### src/rtl/fb_arbiter.sv
// fb_arbiter -- double-buffered framebuffer arbiter.
//
// Shares one single-port pixel memory (two banks, 1-cycle read latency)
// between scanout reads from the front bank and drawing writes to the back
// bank. Scanout reads always win the port. Bank swaps are requested by the
// drawing side and take effect on the next vertical blanking pulse, after
// which the new back bank is optionally filled with CLEAR_COLOR.
//
// Ports
//   pixel_clk, pixel_clk_rstn        clock, async active-low reset
//   rd_req, rd_addr                  scanout read request (front bank)
//   rd_data, rd_valid                scanout return, 2 cycles after rd_req
//   wr_valid, wr_addr, wr_data       drawing write request (back bank)
//   wr_ready                         write accepted when high with wr_valid
//   swap_req, vblank_start           swap request / vblank pulses
//   front_sel, swap_pending, clearing  status
//   drop_count                       saturating count of out-of-range writes
//   mem_en, mem_we, mem_addr,
//   mem_wdata, mem_rdata             pixel memory port, mem_addr = {bank, addr}
module fb_arbiter #(
    parameter int unsigned       FB_DEPTH      = 76800,
    parameter int unsigned       ADDR_W        = 17,
    parameter int unsigned       DATA_W        = 12,
    parameter bit                CLEAR_ON_SWAP = 1'b1,
    parameter logic [DATA_W-1:0] CLEAR_COLOR   = '0
) (
    input  logic              pixel_clk,
    input  logic              pixel_clk_rstn,
    input  logic              rd_req,
    input  logic [ADDR_W-1:0] rd_addr,
    output logic [DATA_W-1:0] rd_data,
    output logic              rd_valid,
    input  logic              wr_valid,
    input  logic [ADDR_W-1:0] wr_addr,
    input  logic [DATA_W-1:0] wr_data,
    output logic              wr_ready,
    input  logic              swap_req,
    input  logic              vblank_start,
    output logic              front_sel,
    output logic              swap_pending,
    output logic              clearing,
    output logic [15:0]       drop_count,
    output logic              mem_en,
    output logic              mem_we,
    output logic [ADDR_W:0]   mem_addr,
    output logic [DATA_W-1:0] mem_wdata,
    input  logic [DATA_W-1:0] mem_rdata
);

    typedef enum logic [1:0] {
        DRAW,
        WAIT_SWAP,
        CLEAR
    } state_t;

    localparam state_t AFTER_SWAP = CLEAR_ON_SWAP ? CLEAR : DRAW;

    state_t              state_q, state_d;
    logic                front_sel_q, front_sel_d;
    logic [ADDR_W-1:0]   clr_cnt_q, clr_cnt_d;
    logic [15:0]         drop_count_q, drop_count_d;
    logic                rd_pend_q;
    logic                rd_valid_q;
    logic [DATA_W-1:0]   rd_data_q;

    logic                wr_acc;
    logic                wr_in_range;
    logic                clr_last;

    always_comb begin
        wr_in_range = (32'(wr_addr) < FB_DEPTH);
        clr_last    = (32'(clr_cnt_q) == (FB_DEPTH - 1));

        // Gated by reset so the port and handshake are quiet while in reset.
        wr_ready = pixel_clk_rstn && (state_q == DRAW) && !rd_req;
        wr_acc   = wr_valid && wr_ready;

        // Memory port mux: scanout read > drawing write > clear fill.
        // Writes and clears only ever address the bank opposite front_sel.
        mem_en    = 1'b0;
        mem_we    = 1'b0;
        mem_addr  = {~front_sel_q, wr_addr};
        mem_wdata = wr_data;
        if (pixel_clk_rstn) begin
            if (rd_req) begin
                mem_en   = 1'b1;
                mem_addr = {front_sel_q, rd_addr};
            end else if (wr_acc) begin
                // Out-of-range writes complete the handshake but never reach memory.
                mem_en = wr_in_range;
                mem_we = wr_in_range;
            end else if (state_q == CLEAR) begin
                mem_en    = 1'b1;
                mem_we    = 1'b1;
                mem_addr  = {~front_sel_q, clr_cnt_q};
                mem_wdata = CLEAR_COLOR;
            end
        end
    end

    always_comb begin
        state_d      = state_q;
        front_sel_d  = front_sel_q;
        clr_cnt_d    = clr_cnt_q;
        drop_count_d = drop_count_q;

        unique case (state_q)
            DRAW: begin
                if (swap_req) begin
                    // A coincident vblank completes the swap immediately.
                    if (vblank_start) begin
                        front_sel_d = ~front_sel_q;
                        clr_cnt_d   = '0;
                        state_d     = AFTER_SWAP;
                    end else begin
                        state_d = WAIT_SWAP;
                    end
                end
            end
            WAIT_SWAP: begin
                if (vblank_start) begin
                    front_sel_d = ~front_sel_q;
                    clr_cnt_d   = '0;
                    state_d     = AFTER_SWAP;
                end
            end
            CLEAR: begin
                // A scanout read owns the port this cycle; hold the address.
                if (!rd_req) begin
                    if (clr_last) begin
                        clr_cnt_d = '0;
                        state_d   = DRAW;
                    end else begin
                        clr_cnt_d = clr_cnt_q + ADDR_W'(1);
                    end
                end
            end
            default: state_d = DRAW;
        endcase

        if (wr_acc && !wr_in_range && (drop_count_q != '1)) begin
            drop_count_d = drop_count_q + 16'd1;
        end
    end

    always_ff @(posedge pixel_clk or negedge pixel_clk_rstn) begin
        if (!pixel_clk_rstn) begin
            state_q      <= DRAW;
            front_sel_q  <= 1'b0;
            clr_cnt_q    <= '0;
            drop_count_q <= '0;
            rd_pend_q    <= 1'b0;
            rd_valid_q   <= 1'b0;
            rd_data_q    <= '0;
        end else begin
            state_q      <= state_d;
            front_sel_q  <= front_sel_d;
            clr_cnt_q    <= clr_cnt_d;
            drop_count_q <= drop_count_d;
            // Memory returns one cycle after the request; register it once more.
            rd_pend_q    <= rd_req;
            rd_valid_q   <= rd_pend_q;
            if (rd_pend_q) begin
                rd_data_q <= mem_rdata;
            end
        end
    end

    assign rd_data      = rd_data_q;
    assign rd_valid     = rd_valid_q;
    assign front_sel    = front_sel_q;
    assign swap_pending = (state_q == WAIT_SWAP);
    assign clearing     = (state_q == CLEAR);
    assign drop_count   = drop_count_q;

endmodule

### config.mk
export PLATFORM = sky130hd
export DESIGN_NAME = fb_arbiter
export DESIGN_NICKNAME = d
export VERILOG_FILES = /design/src/rtl/fb_arbiter.sv
export SDC_FILE = /design/constraint.sdc
export NUM_CORES = 1
export LEC_CHECK = 0
export ABC_CLOCK_PERIOD_IN_PS = 2300
export CORE_MARGIN = 4
export CORE_UTILIZATION = 42
export DETAILED_ROUTE_END_ITERATION = 8
export MAX_ROUTING_LAYER = met4
export PLACE_DENSITY = 0.89
export SLEW_MARGIN = 20
export SYNTH_ARGS = -nofsm -noshare
export SYNTH_HDL_FRONTEND = slang
export SYNTH_SLANG_ARGS = --single-unit
### constraint.sdc
create_clock -name pixel_clk -period 2.3 [get_ports pixel_clk]
set_clock_uncertainty 0.1 [all_clocks]
set_input_delay 0.345 -clock pixel_clk [delete_from_list [all_inputs] [get_ports pixel_clk]]
set_output_delay 0.345 -clock pixel_clk [all_outputs]
set_load 0.05 [all_outputs]
==> results of run 1 <==
through the flow:
stage	setup TNS (ns)	setup WS [ns]	utilization [%]
final	0	0.0878	78.4
after global routing	0	0.0148	78.4
after CTS	0	0.000435	78.0
after detailed placement	-1.98	-0.134	75.4
after global placement	-1.45	-0.111	75.4
after floorplan	-0.256	-0.103	-
power by group:
part	total [mW]	leakage (nW)	switching (mW)	internal, mW
clock	0.744	0.0714	0.280	0.464
combinational	2.00	1.43	1.11	0.882
sequential	1.05	0.654	0.0875	0.962
total	3.79	2.16	1.48	2.31
synthesized netlist by cell type (all sizes together):
library cell / count / area (um2)
nand2: 24 / 97.6
clkbuf: 8 / 30.0
ha: 2 / 25.0
a31oi: 1 / 6.26
o31ai: 17 / 128
a21oi: 20 / 100
mux2: 13 / 146
o21ai: 8 / 43.8
nor2b: 14 / 87.6
or4: 1 / 7.51
o32a: 1 / 10.0
and3: 7 / 43.8
nor4: 3 / 40.0
nor4b: 2 / 32.5
nand3: 16 / 80.1
or3b: 1 / 8.76
nor3: 3 / 31.3
dfrtp: 50 / 1250
nor4bb: 1 / 10.0
mux2i: 2 / 20.0
nand2b: 19 / 119
xor2: 16 / 140
a211o: 1 / 8.76
nand4: 14 / 87.6
inv: 4 / 15.0
and4: 3 / 26.3
buf: 6 / 33.8
o21a: 2 / 15.0
xnor2: 12 / 105
nor2: 35 / 134
path summary, 6_finish.rpt:
| check | endpoint | slack [ns] | cells after the start |
|---|---|---|---|
| max | mem_we | 0.09 | 6 |
| max in group asynchronous | drop_count[14] | 1.28 | 2 |
| min reg2reg | clr_cnt_q[8] | 0.41 | 1 |
| max reg2reg | drop_count[4] | 0.14 | 8 |
| min in group pixel_clk | clr_cnt_q[8] | 0.41 | 1 |
| min | front_sel | 0.04 | 2 |
flip-flops by register name, summed over array words and instances (netlist names):
signal,count
drop_count,16
rd_pend_q,1
state_q,2
front_sel,1
clr_cnt_q,17
rd_valid,1
rd_data,12
metal layers:
layer / wire length [um] / vias to the layer above
met5: 0 / -
met4: 137 / 0
met3: 444 / 10
met2: 4660 / 116
met1: 3720 / 1361
li1: - / 1379
timing repair:
item / in CTS / in global routing
resized for setup: 4 / 3
hold endpoints to repair: 10 / 0
buffers inserted: 0 / 1
pin swaps: 0 / 2
endpoints found under the setup margin: 23 / 13
hold buffers: 2 / 0
logic make-up (layout without fill, tap and decap cells):
family          count (synthesis)  count (layout)  share of synthesized area, %
buf+inv                        18             169                          2.73
fa+ha+maj                       2               2                         0.868
simple gates                  143             143                          27.9
mux                            15              15                          5.77
xor+xnor                       28              28                          8.50
flops                          50              50                          43.4
compound gates                 50              50                          10.8
final cells by class:
class / instances / area, um2
well taps: 77 / 96.3
multi-input cells: 238 / 1720
repair buffers: 157 / 1860
clock inverters: 2 / 60.1
flip-flops and latches: 50 / 1250
inverters: 4 / 15.0
fillers: 388 / 1400
clock buffers: 6 / 82.6
worst max-delay path, delay by kind of cell:
kind / cells / cell delay (ns)
AO/OA/AOI/OAI: 3 / 0.69
buffers and inverters: 2 / 0.62
AND/OR/NAND/NOR: 1 / 0.12
==> summary.txt, run 1 <==
Outcome
  • Status: finished clean

Final layout
  • Design area: 0.00509 mm2
  • Final #Nets: 522
  • Most common cell after layout, fill and taps aside: clkdlybuf4s50_1
  • Commonest non-fill, non-tap cells in the layout: 91 x clkdlybuf4s50_1, 50 x dfrtp_1, 36 x buf_12
  • Fin cells: 534
  • Syn-to-layout area delta: 76.5%
  • ANT cells: 0
  • Layout cell share with drive strength beyond 1: 24.9%

Floorplanning
  • Die H: 90.9 um
  • Core area: 0.00649 mm2
  • Rows: 29
  • Initial Util: 44.4%
  • Area of the die: 0.00826 mm2
  • IO Count: 129
  • Horiz. Die Dim: 90.9 um

Placement
  • Placed cell count: 523
  • DP HPWL: 6910 um
  • GP Congestion: 0.852
  • # port buffers: 128
  • DP Area: 0.00490 mm2

Yosys
  • Seq/Total Area, Yosys: 43.4%
  • Syn avg cell area: 9.42 um2
  • Cell count after synthesis: 306
  • Ys Warns: 0
  • Yosys cell types: 43
  • Yosys reg bits: 50
  • Post-Syn Area: 0.00288 mm2
  • Post-synthesis net count: 372

Global routing
  • Most utilized layer in the global route result: met2
  • Total global-route track usage: 23.0%
  • Largest net degree at the start of global routing: 28
  • Met1 usage: 27.1%
  • First-pass GRT wire length: 15,200 um
  • Vias in the first global route: 3,083
  • Initial antenna violation count: 0
  • Met3 usage: 3.50%
  • M2 GR Usage: 41.0%
  • Total congestion overflow: 0

Critical path
  • Worst Path Required: 1.86 ns
  • Crit end category: output port
  • Worst path slowest cell: clkdlybuf4s50_1
  • Crit Path Class: input pin to output port
  • Critical path arrival: 1.77 ns
  • Crit-path max FO: 3
  • Worst path max stage delay: 0.46 ns
  • CP Launch Type: input pin
  • Crit path cell chain: clkdlybuf4s50_1 -> a211o_1 -> o21ai_4 -> nand3_2 -> a21oi_2 -> buf_12
  • Reg-to-Reg Start: state_q[1]
  • Critical Path Source: wr_addr[13]

Route
  • WL per Instance: 16.8 um
  • Residual DRC count: 0
  • DRT Pass-1 Iters: 4
  • DR vias/cell: 5.37
  • DR iter-0 viols: 222
  • Routed vias: 2,866
  • Final antenna-violating net count: 0
  • WL final: 8970 um

Clock network
  • Clk root buf: clkbuf_8
  • CTS buffer count: 5
  • Clk slew on worst S/H paths: 0.09 ns
  • CTS sink count: 50
  • Clk_lat worst skew: 0.30 ns
  • H-tree depth: 2
  • Bufs on Longest Clock Path: 2
  • CTS tree: done

Timing
  • Fmax: 452 MHz
  • Min Tclk post-route: 2.21 ns
  • Hold Slack: 0.0437 ns
  • Max Slew Vio Count: 0
  • Slew margin rel.: 54.7%
  • Final Cycle Share: 96.2%
  • RSZ-0062 raised after global routing: false
  • Final setup viols: 0
  • Worst-margin pin slew: 0.679 ns
  • Hold Fails Final Rpt: 0

Pwr
  • Leak: 2.16 nW
  • Pwr/cell area: 745 mW/mm2
  • Worst vdd ir: 636 uV
  • Final Power: 3.79 mW

Worst hold path
  • Hold Path Class: input pin to async pin

Flow run
  • Max cap viols: 0
Power figures use the tool's default switching activity.
==> run 2: changes to the inputs <==
--- a/config.mk
+++ b/config.mk
@@ -5,9 +5,9 @@
 export SDC_FILE = /design/constraint.sdc
 export NUM_CORES = 1
 export LEC_CHECK = 0
-export ABC_CLOCK_PERIOD_IN_PS = 2300
 export CORE_MARGIN = 4
 export CORE_UTILIZATION = 42
+export CTS_CLUSTER_DIAMETER = 120
 export DETAILED_ROUTE_END_ITERATION = 8
 export MAX_ROUTING_LAYER = met4
 export PLACE_DENSITY = 0.89
==> results of run 2 <==
Final layout, timing and power as in run 1 (identical DEF).
